==> config.mk <==
export PLATFORM = sky130hd
export DESIGN_NAME = axi_bridge
export DESIGN_NICKNAME = d
export VERILOG_FILES = /design/src/rtl/axi_bridge.sv
export SDC_FILE = /design/constraint.sdc
export NUM_CORES = 1
export LEC_CHECK = 0
export BUFFER_PORTS_ARGS = -buffer_cell sky130_fd_sc_hd__buf_2
export CORE_AREA = 4 4 220 222
export DETAILED_ROUTE_END_ITERATION = 6
export DIE_AREA = 0 0 224 226
export GPL_TIMING_DRIVEN = 0
export PLACE_DENSITY = 0.4
export SLEW_MARGIN = 30
export SYNTH_ARGS = -nofsm -noshare
export SYNTH_HDL_FRONTEND = slang
export SYNTH_SLANG_ARGS = --single-unit
==> constraint.sdc <==
create_clock -name clock -period 1.9 [get_ports clock]
set_clock_uncertainty 0.1 [all_clocks]
set_input_delay 0.38 -clock clock [delete_from_list [all_inputs] [get_ports clock]]
set_output_delay 0.38 -clock clock [all_outputs]
set_load 0.03 [all_outputs]
==> src/rtl/axi_bridge.sv <==
// Bridges the CPU instruction-fetch and data request ports onto one AXI4 master.
// Keeps at most one AXI transaction in flight. When both ports ask at once, the data port wins.
module axi_bridge (
  input  logic        clock,
  input  logic        reset,

  input  logic        ireq_valid,
  output logic        ireq_ready,
  input  logic [31:0] ireq_addr,
  input  logic [7:0]  ireq_len,

  output logic        iresp_valid,
  output logic [63:0] iresp_data,
  output logic        iresp_last,
  output logic        iresp_err,

  input  logic        dreq_valid,
  output logic        dreq_ready,
  input  logic        dreq_write,
  input  logic [31:0] dreq_addr,
  input  logic [2:0]  dreq_size,
  input  logic [7:0]  dreq_len,
  input  logic [63:0] dreq_wdata,
  input  logic [7:0]  dreq_wstrb,

  output logic        dresp_valid,
  output logic [63:0] dresp_data,
  output logic        dresp_last,
  output logic        dresp_err,

  output logic        awid,
  output logic [31:0] awaddr,
  output logic [7:0]  awlen,
  output logic [2:0]  awsize,
  output logic [1:0]  awburst,
  output logic        awlock,
  output logic [3:0]  awcache,
  output logic [2:0]  awprot,
  output logic [3:0]  awqos,
  output logic        awuser,
  output logic        awvalid,
  input  logic        awready,

  output logic [63:0] wdata,
  output logic [7:0]  wstrb,
  output logic        wlast,
  output logic        wvalid,
  input  logic        wready,

  input  logic        bid,
  input  logic [1:0]  bresp,
  input  logic        bvalid,
  output logic        bready,

  output logic        arid,
  output logic [31:0] araddr,
  output logic [7:0]  arlen,
  output logic [2:0]  arsize,
  output logic [1:0]  arburst,
  output logic        arlock,
  output logic [3:0]  arcache,
  output logic [2:0]  arprot,
  output logic [3:0]  arqos,
  output logic        aruser,
  output logic        arvalid,
  input  logic        arready,

  input  logic        rid,
  input  logic [63:0] rdata,
  input  logic [1:0]  rresp,
  input  logic        rlast,
  input  logic        rvalid,
  output logic        rready
);

  typedef enum logic [2:0] {IDLE, RADDR, RDATA, WADDR, WRESP} stateT;

  stateT       state_q, state_d;
  logic        ownerD_q, ownerD_d;
  logic [31:0] addr_q, addr_d;
  logic [7:0]  len_q, len_d;
  logic [2:0]  size_q, size_d;
  logic [63:0] wdata_q, wdata_d;
  logic [7:0]  wstrb_q, wstrb_d;
  logic        awDone_q, awDone_d;
  logic        wDone_q, wDone_d;

  // Response IDs carry no information with a single outstanding transaction.
  logic unusedIds;
  assign unusedIds = rid ^ bid;

  always_ff @(posedge clock) begin
    if (reset) begin
      state_q  <= IDLE;
      ownerD_q <= 1'b0;
      addr_q   <= '0;
      len_q    <= '0;
      size_q   <= '0;
      wdata_q  <= '0;
      wstrb_q  <= '0;
      awDone_q <= 1'b0;
      wDone_q  <= 1'b0;
    end else begin
      state_q  <= state_d;
      ownerD_q <= ownerD_d;
      addr_q   <= addr_d;
      len_q    <= len_d;
      size_q   <= size_d;
      wdata_q  <= wdata_d;
      wstrb_q  <= wstrb_d;
      awDone_q <= awDone_d;
      wDone_q  <= wDone_d;
    end
  end

  always_comb begin
    state_d     = state_q;
    ownerD_d    = ownerD_q;
    addr_d      = addr_q;
    len_d       = len_q;
    size_d      = size_q;
    wdata_d     = wdata_q;
    wstrb_d     = wstrb_q;
    awDone_d    = awDone_q;
    wDone_d     = wDone_q;
    ireq_ready  = 1'b0;
    dreq_ready  = 1'b0;
    iresp_valid = 1'b0;
    iresp_data  = '0;
    iresp_last  = 1'b0;
    iresp_err   = 1'b0;
    dresp_valid = 1'b0;
    dresp_data  = '0;
    dresp_last  = 1'b0;
    dresp_err   = 1'b0;
    arvalid     = 1'b0;
    awvalid     = 1'b0;
    wvalid      = 1'b0;
    rready      = 1'b0;
    bready      = 1'b0;

    unique case (state_q)
      IDLE: begin
        if (dreq_valid) begin
          dreq_ready = 1'b1;
          ownerD_d   = 1'b1;
          addr_d     = dreq_addr;
          len_d      = dreq_write ? 8'd0 : dreq_len;
          size_d     = dreq_size;
          wdata_d    = dreq_wdata;
          wstrb_d    = dreq_wstrb;
          state_d    = dreq_write ? WADDR : RADDR;
        end else if (ireq_valid) begin
          ireq_ready = 1'b1;
          ownerD_d   = 1'b0;
          addr_d     = ireq_addr;
          len_d      = ireq_len;
          size_d     = 3'b011;
          wdata_d    = '0;
          wstrb_d    = '0;
          state_d    = RADDR;
        end
      end
      RADDR: begin
        arvalid = 1'b1;
        if (arready) state_d = RDATA;
      end
      RDATA: begin
        rready = 1'b1;
        if (rvalid) begin
          if (ownerD_q) begin
            dresp_valid = 1'b1;
            dresp_data  = rdata;
            dresp_last  = rlast;
            dresp_err   = (rresp != 2'b00);
          end else begin
            iresp_valid = 1'b1;
            iresp_data  = rdata;
            iresp_last  = rlast;
            iresp_err   = (rresp != 2'b00);
          end
          if (rlast) state_d = IDLE;
        end
      end
      WADDR: begin
        // Address and data channels retire independently; move on once both have.
        awvalid  = !awDone_q;
        wvalid   = !wDone_q;
        awDone_d = awDone_q | (awvalid & awready);
        wDone_d  = wDone_q | (wvalid & wready);
        if (awDone_d && wDone_d) begin
          awDone_d = 1'b0;
          wDone_d  = 1'b0;
          state_d  = WRESP;
        end
      end
      WRESP: begin
        bready = 1'b1;
        if (bvalid) begin
          dresp_valid = 1'b1;
          dresp_last  = 1'b1;
          dresp_err   = (bresp != 2'b00);
          state_d     = IDLE;
        end
      end
      default: state_d = IDLE;
    endcase
  end

  assign araddr  = addr_q;
  assign arlen   = len_q;
  assign arsize  = ownerD_q ? size_q : 3'b011;
  assign arburst = 2'b01;
  assign arid    = ownerD_q;
  assign arprot  = ownerD_q ? 3'b000 : 3'b100;
  assign arlock  = 1'b0;
  assign arcache = 4'b0000;
  assign arqos   = 4'b0000;
  assign aruser  = 1'b0;

  assign awaddr  = addr_q;
  assign awlen   = 8'd0;
  assign awsize  = size_q;
  assign awburst = 2'b01;
  assign awid    = 1'b0;
  assign awprot  = 3'b000;
  assign awlock  = 1'b0;
  assign awcache = 4'b0000;
  assign awqos   = 4'b0000;
  assign awuser  = 1'b0;

  assign wdata = wdata_q;
  assign wstrb = wstrb_q;
  assign wlast = 1'b1;

endmodule

* Word-level counts from Yosys, hierarchy flattened
Index checks and enable logic that the tools add are counted.
** Operators by class
- Mux-type cells :: 62
- Div/mod/pow operators :: 0
- Shifts and indexed selects :: 0
- Add/sub/neg operators :: 0
- Reductions and logical operators :: 9
- Eq/ne operators :: 10
- Order comparisons :: 0
- Bitwise operators :: 4
- Multipliers :: 0
** Operator list (number)
- $mux W64 :: 8
- $mux W32 :: 2
- $mux W8 :: 5
- $mux W3 :: 11
- $mux W1 :: 31
- $pmux W3 S5 :: 1
- $ne A2 B2 Y1 const B :: 5
- $eq A3 B2 Y1 const B :: 2
- $pmux W1 S2 :: 3
- $reduce_and A6 Y1 :: 1
- $reduce_bool A2 Y1 :: 3
- $eq A3 B1 Y1 const B :: 1
- $eq A3 B3 Y1 const B :: 1
- $logic_not A3 Y1 :: 1
- $ne A3 B3 Y1 const B :: 1
- $and A1 B1 Y1 :: 2
- $logic_not A1 Y1 :: 2
- $mux W2 :: 1
- $or A1 B1 Y1 :: 2
- $reduce_and A2 Y1 :: 1
- $logic_and A1 B1 Y1 :: 1
** Word-level totals
- Register bits after elaboration :: 121
- Memories :: 0
- Bits in read-only memories :: 0
- Output and inout port bits :: 332
- Bits in latches :: 0
- Memory bits (writable) :: 0

* Logic depth before layout (Yosys ltp)
- Depth in word-level cells :: 6
- Depth in mapped cells :: 8
- Mapped depth without buffers :: 5

* Worst setup path after synthesis
Ideal clock, no wire load.
- Path kind :: flip-flop to output port
- Start point :: register state_q[2]
- End point :: output dresp_err
- Arrival :: 2070 ps
- Data required time :: 1420 ps
- Cell stages (with the launch flop) :: 5
- Path buffers :: 1
- Path slack :: -650 ps
- Cells stage by stage :: dfxtp_1 -> buf_2 -> nor3b_1 -> nand2_1 -> o22ai_1
** On the way
- Cells in the longest elaborated chain, start to end :: 2
- Elaborated cells on any way between the ends :: 3
- Classes of those cells :: 2 x eq/ne; 1 x mux
** RTL lines
- start, declared :: line 78 : stateT state_q, state_d;
- start signal, assigned :: line 104 : state_q <= state_d;
- $eq A3 B3 Y1 or $eq A3 B2 Y1 (tied branches) :: line 142 : unique case (state_q)
- $pmux W1 S2 (*) :: line 142
- end, declared :: line 29 : output logic dresp_err,
Every way passes the cells marked *; elsewhere a longest branch is shown, timed or not.

* Final worst setup path
- Start point :: register state_q[2]
- End point :: output dresp_data[44]
** On the way
- Cells in the longest elaborated chain, start to end :: 2
** RTL lines
- $eq A3 B2 Y1 :: line 142
- $mux W64 :: line 142
- end, declared :: line 27 : output logic [63:0] dresp_data,
No other way between the ends.

==> impl_metrics.py <==
metrics = {
    "clock_network": {
        "cts_buffer_depth": 2,
        "h-tree-depth": 4,
        "clock-sinks": 121,
        "clk_pin_slew_ns": 0.06,
        "cts_tree": "done",
        "clockRootBuffer": "clkbuf_16",
        "clock_latency_ns": 0.44,
        "numCtsBuffers": 17,
    },
    "setup_path": {
        "critical_path_required_ns": 1.42,
        "critPathCaptureType": "output pin",
        "path_max_fanout": 10,
        "cp-start-kind": "register",
        "path_class": "reg2out",
        "cp_data_arrival_time_ns": 1.97,
    },
    "route": {
        "drc": 0,
        "wl_met2_mm": 21.1,
        "first_iter_violations": 235,
        "antenna_left": 0,
        "avgRoutedWirePerCell_um": 19.6,
        "drtPass1Iterations": 4,
        "wl_met1_mm": 14.3,
        "highest_layer": "met5",
        "route.met3.wl_mm": 3.02,
        "viasPerCell": 4.05,
        "vias": 8306,
        "finalWirelength_mm": 40.2,
    },
    "synthesis": {
        "synth_top_family_by_area": "compound AO/OA/AOI/OAI gates",
        "ys_ff_latch": 121,
        "synth_compound_area_share_pct": 21.8,
        "synth-simple-area-share_pct": 20.7,
        "synth_edf_count": 0,
        "yosys-top-cells-area": "dfxtp_1, and3_1, a21oi_1",
        "netlist.top_cell.by_area": "dfxtp_1",
        "yosysUniqueCellTypes": 36,
        "netlist_area_sq_um": 6390,
        "synth.area.mux_share_pct": 5.01,
        "syn_area_per_cell_sq_um": 7.89,
        "yosysSeqAreaShare_pct": 37.9,
        "syn_inst": 810,
        "synth-xor-area-share_pct": 0,
        "async_flop_share_pct": 0,
        "ys_warn_count": 0,
        "synth_ff_type": "dfxtp_1",
        "yosysTopAreaCellShare_pct": 37.9,
        "synth_fa_ha_area_share_pct": 0,
    },
    "outcome": {
        "status": "complete, but fails checks",
        "violations": "negative setup slack",
    },
    "placement": {
        "placed_area_sq_um": 10000,
        "dp_hpwl_mm": 32.3,
        "place_congestion": 0.807,
        "numPortBuffers": 525,
    },
    "power_and_ir_drop": {
        "irDropWorstVdd_v": 0.000638,
        "leakage_nw": 6.23,
        "power_density_nw_per_um2": 773,
    },
    "finish": {
        "final_nets": 1657,
        "seq_area_sq_um": 2430,
        "finalInstanceArea_sq_um": 12700,
        "final_cell_mix": "buf_2, buf_6, dfxtp_1, a21oi_1, buf_4",
        "synthToLayoutAreaGrowth_pct": 98.7,
        "final_common_cell": "buf_2",
        "multi_input_area_sq_um": 3740,
        "nFillCells": 4969,
        "drive_above_1_share_pct": 60.6,
    },
    "global_routing": {
        "grt_overflow": 0,
        "grt_use_total_pct": 14.7,
        "grt_max_degree": 17,
        "grt_pass1_vias": 8221,
        "grt_pass1_wl_mm": 54.6,
        "antenna_found_initial": 18,
    },
    "worst_hold_path": {
        "worstHoldPathType": "in2reg",
    },
    "floorplan": {
        "placementRows": 79,
        "die_h_um": 226,
        "fp.dieW_um": 224,
        "fp.coreArea_sq_um": 46400,
        "die_area_sq_um": 50600,
        "initial_core_util_pct": 13.8,
        "io-pin-count": 568,
    },
    "run": {
        "maxCapViolations": 0,
    },
    "sta": {
        "period_needed_ns": 2.45,
        "setup_viol": 141,
        "slew_headroom_pct": 51.9,
        "maxSlewViolCount": 0,
        "fin_crit_sh_pct": 129,
        "rsz0062_at_grt": "true",
        "final_hold_viol_count": 0,
        "tightest_slew_ns": 0.721,
        "tns_ns": -68.79,
        "worst_slack_ns": -0.550,
        "fmax_mhz": 408,
    },
}
-- worst max-delay path, cell delays in order (launching register included) --
cell and delay, ns:
dfxtp_2 0.32, buf_6 0.11, and4bb_4 0.36, buf_6 0.13, buf_12 0.13, buf_8 0.13
and3_4 0.21, buf_6 0.13
-- worst paths after layout --
check,startpoint,to,slack (ns),depth (start not counted)
setup / recovery,state_q[2]$_SDFFE_PP0P_,dresp_data[44],-0.55,7
hold / removal,dreq_wdata[56],wdata[56]$_SDFFE_PP0P_,0.06,3
setup reg to reg,state_q[2]$_SDFFE_PP0P_,arid$_SDFFE_PP0P_,0.06,7
hold reg to reg,wdata[37]$_SDFFE_PP0P_,wdata[37]$_SDFFE_PP0P_,0.37,2
-- area by class of cell --
type | count | area share (%)
clock buffer | 19 | 3.57
antenna | 11 | 0.217
buffer | 153 | 9.13
clock inverter | 12 | 1.36
multi-input combinational | 565 | 29.5
tap | 607 | 5.98
timing repair buffer | 559 | 31.0
inverter | 4 | 0.118
sequential | 121 | 19.1
-- through the flow --
step                      hold WS [ns]  util, %  power, mW  worst slack [ns]  cells
after global routing            0.0291     27.4       10.3            -0.631   2046
final                           0.0639     27.4       9.81            -0.550   2051
after global placement           0.359     21.7       5.96            -0.586   1979
after floorplan                  0.382        -       4.86          -0.00759    847
after detailed placement         0.363     21.7       5.97            -0.601   1979
after CTS                       0.0173     26.4       9.87            -0.712   2035
-- repair_timing --
item                       CTS  global route
setup endpoints to repair  258           228
gates resized for setup    383           139
hold buffers                 0             0
cloned                       6             2
setup buffers               20            10
pin swaps                   27            29
-- kinds of logic (layout without fill, tap and decap cells) --
kind of cell	after synthesis	in the layout
other	2	50
muxes	32	32
buffers and inverters	161	747
and+or+nand+nor	245	245
AOI/OAI and AO/OA	249	249
DFF	121	121
-- routing by layer --
| layer | vias up | global-route usage [%] |
|---|---|---|
| met5 | - | 0 |
| met4 | 4 | 7.42 |
| met3 | 74 | 4.52 |
| met2 | 353 | 26.9 |
| met1 | 3882 | 15.2 |
| li1 | 3993 | - |
-- state kept, by name, indices dropped and copies added, names as in the netlist --
signal and cells:
araddr 32, arid 1, arlen 8, awDone_q 1, awsize 3, state_q 3, wDone_q 1, wdata 64
wstrb 8
-- power by group --
part	switching (mW)	internal, mW
sequential	0.172	2.79
clock	1.28	2.25
combinational	2.08	1.25
total	3.53	6.28
-- synth_stat cells, drive strengths merged (2+ instances only) --
cell type,instances
o22ai,2
and3,129
o221a,2
and2,2
nor2,12
or3,2
o21ai,76
nor3,2
nand2,83
inv,4
a22oi,7
a21oi,119
a211oi,40
buf,100
nor3b,3
conb,2
dfxtp,121
clkbuf,57
nand2b,3
nor2b,2
mux2i,32
Note: power is estimated with default switching activity, not from simulation.
